$ cat config.mk
export PLATFORM = sky130hd
export DESIGN_NAME = mem_fifo_drain_flat
export DESIGN_NICKNAME = d
export VERILOG_FILES = /design/src/rtl/mem_fifo_drain_if.sv /design/src/rtl/mem_fifo_drain.sv /design/src/flat_wrapper.sv
export SDC_FILE = /design/constraint.sdc
export NUM_CORES = 1
export LEC_CHECK = 0
export CAP_MARGIN = 0
export CORE_UTILIZATION = 63
export DETAILED_ROUTE_END_ITERATION = 16
export PLACE_DENSITY = 0.87
export SLEW_MARGIN = 20
export SYNTH_ARGS = -nofsm -noshare
export SYNTH_HDL_FRONTEND = slang
export SYNTH_SLANG_ARGS = --single-unit
$ cat constraint.sdc
create_clock -name clk_mem -period 6.2 [get_ports clk_mem]
set_clock_uncertainty 0.2 [all_clocks]
set_input_delay 1.24 -clock clk_mem [delete_from_list [all_inputs] [get_ports clk_mem]]
set_output_delay 1.24 -clock clk_mem [all_outputs]
set_load 0.03 [all_outputs]
$ cat src/rtl/mem_fifo_drain_if.sv
// mem_fifo_drain_if: FIFO read-port handshake between the byte FIFO (master) and its drain (slave)
interface mem_fifo_drain_if;
  logic       fifo_empty;
  logic [7:0] fifo_data;
  logic       rd_en_mem;
  modport master (output fifo_empty, output fifo_data, input rd_en_mem);
  modport slave  (input fifo_empty, input fifo_data, output rd_en_mem);
endinterface

$ cat src/rtl/mem_fifo_drain.sv
// mem_fifo_drain: pops the byte FIFO into a local RAM with registered readback and fill flags
// Optional MEM_CHECKSUM_EN adds a running mod-256 checksum of stored bytes.
module mem_fifo_drain #(
  parameter int DEPTH        = 16,
  parameter bit STOP_ON_FULL = 1'b1
) (
  input  logic                     clk_mem,
  input  logic                     reset_n,
  input  logic                     en,
  input  logic                     clear,
  mem_fifo_drain_if.slave          fifo,
  input  logic [$clog2(DEPTH)-1:0] rd_addr,
  output logic [7:0]               rd_data,
  output logic [$clog2(DEPTH):0]   byte_cnt,
  output logic                     mem_full,
  output logic                     busy
`ifdef MEM_CHECKSUM_EN
  ,
  output logic [7:0]               checksum
`endif
);
  localparam int AW = $clog2(DEPTH);
  typedef enum logic [1:0] {IDLE, POP, STORE} state_t;
  state_t        state, nxt;
  logic [AW-1:0] wr_ptr;
  logic [7:0]    mem [DEPTH];
  logic          go, we;
  assign go = en && !fifo.fifo_empty && !(STOP_ON_FULL && mem_full);
  // A byte cut off by clear is dropped even though the FIFO already released it
  assign we = (state == STORE) && !clear;
  always_comb begin
    nxt = IDLE;
    if (!clear) nxt = (state == IDLE) ? (go ? POP : IDLE) : (state == POP) ? STORE : IDLE;
  end
  always_ff @(posedge clk_mem or negedge reset_n)
    if (!reset_n) state <= IDLE;
    else state <= nxt;
  always_ff @(posedge clk_mem)
    if (we) mem[wr_ptr] <= fifo.fifo_data;
  // Status outputs are decoded from the next state so they stay registered
  always_ff @(posedge clk_mem or negedge reset_n) begin
    if (!reset_n) begin
      fifo.rd_en_mem <= 1'b0;
      busy           <= 1'b0;
      rd_data        <= '0;
      wr_ptr         <= '0;
      byte_cnt       <= '0;
      mem_full       <= 1'b0;
    end else begin
      fifo.rd_en_mem <= nxt == POP;
      busy           <= nxt != IDLE;
      rd_data        <= mem[rd_addr];
      if (clear) begin
        wr_ptr   <= '0;
        byte_cnt <= '0;
        mem_full <= 1'b0;
      end else if (we) begin
        wr_ptr   <= wr_ptr + AW'(1);
        byte_cnt <= mem_full ? byte_cnt : byte_cnt + (AW+1)'(1);
        mem_full <= byte_cnt >= (AW+1)'(DEPTH - 1);
      end
    end
  end
`ifdef MEM_CHECKSUM_EN
  always_ff @(posedge clk_mem or negedge reset_n)
    if (!reset_n) checksum <= '0;
    else if (clear) checksum <= '0;
    else if (we) checksum <= checksum + fifo.fifo_data;
`endif
endmodule

$ cat src/flat_wrapper.sv
// flat-port wrapper written by rule: the top's interface ports become plain ports
module mem_fifo_drain_flat 
#(
  parameter int DEPTH        = 16,
  parameter bit STOP_ON_FULL = 1'b1
)
  (clk_mem, reset_n, en, clear, rd_addr, rd_data, byte_cnt, mem_full, busy, fifo_fifo_empty, fifo_fifo_data, fifo_rd_en_mem);
  mem_fifo_drain_if fifo_i ();
  input  logic clk_mem;
  input  logic reset_n;
  input  logic en;
  input  logic clear;
  input  logic [$clog2(DEPTH)-1:0] rd_addr;
  output logic [7:0] rd_data;
  output logic [$clog2(DEPTH):0] byte_cnt;
  output logic mem_full;
  output logic busy;
  input wire logic [$bits(fifo_i.fifo_empty)-1:0] fifo_fifo_empty;
  input wire logic [$bits(fifo_i.fifo_data)-1:0] fifo_fifo_data;
  output wire logic [$bits(fifo_i.rd_en_mem)-1:0] fifo_rd_en_mem;
  assign fifo_i.fifo_empty = fifo_fifo_empty;
  assign fifo_i.fifo_data = fifo_fifo_data;
  assign fifo_rd_en_mem = fifo_i.rd_en_mem;
  mem_fifo_drain #(.DEPTH(DEPTH), .STOP_ON_FULL(STOP_ON_FULL)) u_core (.clk_mem(clk_mem), .reset_n(reset_n), .en(en), .clear(clear), .fifo(fifo_i), .rd_addr(rd_addr), .rd_data(rd_data), .byte_cnt(byte_cnt), .mem_full(mem_full), .busy(busy));
endmodule
==> results_dict.tcl, run 1 <==
set metrics [dict create \
    htreeDepth 4 \
    route.vias.total 2937 \
    grt_max_degree 33 \
    number_of_synthesized_register_bits 150 \
    critPathMaxFanout 16 \
    yosys_warnings 0 \
    status "complete, no violations" \
    worst_setup_path_start_kind "input port" \
    ir_worst_vdd_mv 0.197 \
    critical_path.reg2reg.startpoint "u_core.state[0]" \
    synth_seq_area_share_pct 74.5 \
    design.core.area_mm2 0.00889 \
    slew-limit-headroom_pct 42.3 \
    hold_path_class "flip-flop to flip-flop" \
    floorplan.die.height_um 98.7 \
    asr_flop_ratio_synth_pct 14.7 \
    synth_area_per_cell_um2 20.1 \
    power.share.switching_pct 20.2 \
    antenna_left 0 \
    critPathCaptureType "flip-flop" \
    antennaDiodeCount 0 \
    setup_violating_endpoint_count_in_the_final_report 0 \
    final-instance-count-excl-fill 454 \
    drt-pass1-iter-count 5 \
    finalHoldViolCount 0 \
    area_delta_synth_final_pct 16.1 \
    clockPowerShare_pct 45.4 \
    first_global_vias 3103 \
    first_pass_grt_wire_length_um 17600 \
    r2r-end "u_core.mem[12][4]" \
    power_density_mw_per_mm2 324 \
    design.final.nets 356 \
    detailedPlacementHpwl_um 6670 \
    ioPinCount 33 \
    rrSetupSlack_ps 3460 \
    cts.repair_timing.setup_buffer_count 0 \
    synthCells 293 \
    place.gp.congestion 0.753 \
    mostFrequentLayoutCells "edfxtp_1 (128), clkdlybuf4s50_1 (29), dfrtp_1 (22), mux4_2 (18)" \
    globalRouteOverflowTotal 0 \
    worstSetupPathType "input port to flip-flop" \
    routed_wl_um 11400 \
    numPortBuffers 32 \
    tritoncts.num_buffers 17 \
    grt_setup_unrepaired "no" \
    maxCapViolations 0 \
    synth_edf_count 128 \
    worst_r2r_path_depth 3 \
    cts_root_buffer "clkbuf_8" \
    final_common_cell "edfxtp_1" \
    floorplan.initialDensity_pct 66.3 \
    floorplan.die_area_mm2 0.00975 \
    timing.critical_path.arrival_ps 3270 \
    required_ps 6140 \
    power_frac_comb_pct 4.7 \
    die_w_um 98.7 \
    syn_std_cell_area_mm2 0.00589 \
    cts_buffer_depth 2 \
    synth_top_flop_cell "edfxtp_1" \
    seq_power_share_pct 49.9 \
    violation_count_after_the_first_detailed_routing_iteration 172 \
    route.detailed.wl_per_inst_um 25.1 \
    fin_crit_sh_pct 53.8 \
    cell_internal_pwr_mw 1.77 \
    placedCellCount 422 \
    remaining_drc_errors 0 \
    post_cts_resized 0 \
    yosysUniqueCellTypes 39 \
    via_per_inst 6.47 \
    rows 34 \
    worst_pin_slew_ps 862 \
    number_of_antenna_violations_at_the_first_check_in_global_routing 0 \
    switching_power_mw 0.449 \
    holdPathEnd "u_core.wr_ptr[1]" \
    tritoncts_clock_tree "done" \
    clkTransAtPathRegs_ps 60 \
    slew_violations 0 \
    hold_depth 2 \
    worstSkewPairLatency_ps 510 \
    post_cts_hold_buffer_count 0 \
    totalNegativeSetupSlack_ps 0 \
    numClockSinks 150 \
    post-route-min-period_ps 3340 \
    synthesized_net_count 316 \
    leakage_power_of_the_design_nw 2.36 \
    layout-drive-gt1-share_pct 15.6 \
    hold_start "u_core.wr_ptr[1]" \
    grt.total_usage_pct 26.0 \
    max_freq_mhz 300 \
]
[cells by family after synthesis]
logic type      after synthesis  share of synthesized area (%)
compound gates               24                           2.87
xor+xnor                      4                          0.594
fa+ha+maj                     6                           1.27
buf+inv                      16                           1.87
flops                       150                           74.5
mux                          33                           13.3
simple gates                 60                           5.56
[power by group through the flow]
stage          logic, mW  clock network (mW)  registers [mW]
2_1_floorplan     0.0455                   0            1.14
3_3_place_gp       0.102                   0            1.13
3_5_place_dp       0.105                   0            1.13
4_1_cts            0.106                1.01            1.11
5_1_grt            0.112                1.05            1.11
6_report           0.105                1.01            1.11
[per-stage QoR]
| stage | hold WS, ps | power, mW | utilization [%] | setup WS (ps) | area [um^2] |
|---|---|---|---|---|---|
| 2_1_floorplan | 341 | 1.19 | - | 3270 | 5890 |
| 3_3_place_gp | 382 | 1.23 | 70.3 | 2330 | 6250 |
| 3_5_place_dp | 402 | 1.23 | 70.3 | 2200 | 6250 |
| 4_1_cts | 416 | 2.23 | 76.9 | 2530 | 6840 |
| 5_1_grt | 440 | 2.27 | 76.9 | 2780 | 6840 |
| 6_report | 413 | 2.22 | 76.9 | 2860 | 6840 |
[routing by layer]
metal / up-vias / track usage, % / share of wire (%)
li1: 1279 / - / -
met1: 1526 / 33.1 / 39
met2: 117 / 44.5 / 54
met3: 15 / 5.74 / 5.9
met4: 0 / 9.87 / 1.3
met5: - / 0 / 0
[worst max-delay path by stage]
stage	slack (ps)	endpoint	from
after floorplan	3270	u_core.mem[0][0]	clear
after global placement	2330	u_core.mem[0][2]	clear
after detailed placement	2200	u_core.mem[0][1]	clear
after CTS	2530	u_core.mem[0][0]	clear
after global routing	2780	u_core.mem[8][2]	clear
final	2860	u_core.mem[12][4]	clear
[sequential cells by signal (all words and copies together) (netlist names)]
name,flops
u_core.mem,128
u_core.byte_cnt,5
u_core.mem_full,1
u_core.busy,1
u_core.wr_ptr,4
u_core.rd_data,8
u_core.state,2
u_core.fifo.rd_en_mem,1
[layout make-up]
cell class,instances,area [um^2]
Clock inverter,12,154
Clock buffer,20,435
Inverter,4,15.0
Multi-Input combinational cell,127,1400
Timing Repair Buffer,33,313
Sequential cell,150,4390
Fill cell,463,2050
Tap cell,108,135
[synthesized netlist by cell type, drive strengths merged, types with 2 or more instances]
cell type      instances  share of area (%)
o21ai                  2               0.17
a21oi                  3               0.25
clkdlybuf4s25          3               0.51
and4                   2               0.30
nand3                  2               0.17
nor3                   5               0.42
edfxtp               128                 65
inv                    4               0.25
nand2b                 3               0.32
nor2                  12               0.76
xnor2                  3               0.45
and2                  14                1.5
ha                     6                1.3
dfrtp                 22                9.3
mux4                  32                 13
nand2                 10               0.64
buf                    8                1.0
a22oi                 16                2.0
[critical path, stage by stage]
cell             delay, ps
clkdlybuf4s50_1        690
or3b_2                 640
nor2_1                 690
Power figures use the tool's default switching activity.
==> inputs of run 2 (changes only) <==
Settings changed: CORE_UTILIZATION 63 to 53, PLACE_DENSITY 0.87 to 0.79.
Clock period 6.2 ns to 2.8 ns, I/O delays scaled along.
==> results_dict.tcl, run 2 (synthesis results as in run 1) <==
set metrics [dict create \
    grt_setup_unrepaired "no" \
    r2r-end "u_core.mem[0][0]" \
    totalNegativeSetupSlack_ps 0 \
    ir_worst_vdd_mv 0.343 \
    globalRouteOverflowTotal 0 \
    tritoncts_clock_tree "done" \
    numPortBuffers 32 \
    status "complete, no violations" \
    place.gp.congestion 0.795 \
    die_w_um 107 \
    slew-limit-headroom_pct 53.4 \
    worstSkewPairLatency_ps 520 \
    layout.filler_cells 710 \
    ioPinCount 33 \
    grt.total_usage_pct 21.8 \
    crit_path_max_incr_delay_ps 710 \
    worstPathCellList "clkdlybuf4s50_1" \
    largest_reg_flops 128 \
    timing.critical_path.slowest_stage_cell "clkdlybuf4s50_1" \
    rrSetupSlack_ps 510 \
    worst_path_dominant_cell_family "buffers and inverters" \
    grt_max_degree 33 \
    first_pass_grt_wire_length_um 17200 \
    top_regs "u_core.mem: 128 flops, u_core.rd_data: 8 flops, u_core.byte_cnt: 5 flops" \
    finalInstanceArea_mm2 0.00700 \
    remaining_drc_errors 0 \
    clkTransAtPathRegs_ps 60 \
    layout-drive-gt1-share_pct 17.1 \
    post_cts_resized 0 \
    worstSetupPathType "flip-flop to primary output" \
    worst_setup_path_start_kind "flip-flop" \
    fin_crit_sh_pct 87.0 \
    detailedPlacementHpwl_um 7030 \
    numClockSinks 150 \
    cts.repair_timing.setup_buffer_count 0 \
    drt-pass1-iter-count 5 \
    critPathMaxFanout 7 \
    leakage_power_of_the_design_nw 2.42 \
    tritoncts.num_buffers 17 \
    area_delta_synth_final_pct 18.7 \
    post_cts_hold_buffer_count 0 \
    route.vias.total 2967 \
    floorplan.die_area_mm2 0.0115 \
    mostFrequentLayoutCells "edfxtp_1 (128), clkdlybuf4s50_1 (31), dfrtp_1 (22), mux4_2 (18)" \
    design.core.area_mm2 0.0108 \
    regMostFlops "u_core.mem" \
    maxCapViolations 0 \
    cts_root_buffer "clkbuf_8" \
    htreeDepth 4 \
    first_global_vias 3032 \
    floorplan.die.height_um 107 \
    final_common_cell "edfxtp_1" \
    worst_r2r_path_depth 4 \
    power_density_mw_per_mm2 710 \
    setup_violating_endpoint_count_in_the_final_report 0 \
    number_of_antenna_violations_at_the_first_check_in_global_routing 0 \
    required_ps 2040 \
    timing.critical_path.buf_inv 1 \
    design.final.nets 366 \
    max_freq_mhz 410 \
    antenna_left 0 \
    antennaDiodeCount 0 \
    via_per_inst 5.98 \
    hold_path_class "input port to asynchronous set/reset pin" \
    floorplan.initialDensity_pct 54.4 \
    route.detailed.wl_per_inst_um 22.6 \
    post-route-min-period_ps 2440 \
    timing.critical_path.arrival_ps 1680 \
    critPathCaptureType "primary output" \
    rows 38 \
    violation_count_after_the_first_detailed_routing_iteration 217 \
    cell_area_after_placement_mm2 0.00640 \
    worst_pin_slew_ps 697 \
    critical_path.reg2reg.startpoint "u_core.state[0]" \
    cts_buffer_depth 2 \
    finalHoldViolCount 0 \
    slew_violations 0 \
    routed_wl_um 11200 \
]
run 2: changes by cell type in the layout (fill, tap and decap cells not counted), sizes merged:
cell,previous run,this run
buf,4,12
clkbuf,20,24
clkdlybuf4s50,29,31
clkinv,7,4
clkinvlp,2,1
run 2: final cells by class:
cell class	count	area (um^2)	share of cell area [%]
repair buffers	43	423	6.04
multi-input cells	127	1390	19.9
clock inverters	8	121	1.73
clock buffers	24	480	6.86
well taps	140	175	2.50
flip-flops and latches	150	4390	62.8
inverters	4	15.0	0.215
run 2: how the worst max path moves through the flow:
| stage | from | to | slack, ps | cells past startpoint |
|---|---|---|---|---|
| global placement | clear | u_core.mem[0][5] | 280 | 4 |
| CTS | u_core.mem_full | mem_full | 340 | 1 |
| finish | u_core.mem_full | mem_full | 360 | 1 |
| global route | u_core.mem_full | mem_full | 300 | 1 |
| detailed placement | clear | u_core.mem[1][5] | 270 | 3 |
| floorplan | u_core.wr_ptr[0] | u_core.mem[0][0] | 500 | 4 |
run 2: per-stage QoR:
step / util (%) / power (mW) / instances / setup slack, ps / hold slack, ps
after detailed placement: 59.0 / 2.75 / 464 / 269 / 384
after global routing: 64.6 / 5.10 / 496 / 300 / 206
final: 64.6 / 4.97 / 496 / 363 / 199
after global placement: 59.0 / 2.75 / 464 / 276 / 375
after floorplan: - / 2.63 / 293 / 496 / 64.4
after CTS: 64.6 / 5.00 / 496 / 339 / 184
run 2: power breakdown:
part           internal, mW  total, mW  switching (mW)
Combinational         0.108      0.252           0.144
Sequential             2.44       2.45         0.00864
Clock                  1.45       2.26           0.814
Total                  4.00       4.97           0.967
run 2: routing by layer:
layer	share of wire [%]	track usage [%]	vias up
met3	6.4	5.39	23
met1	42	29.4	1525
met2	49	33.5	123
li1	-	-	1296
met5	0	0	-
met4	2.5	10.8	0
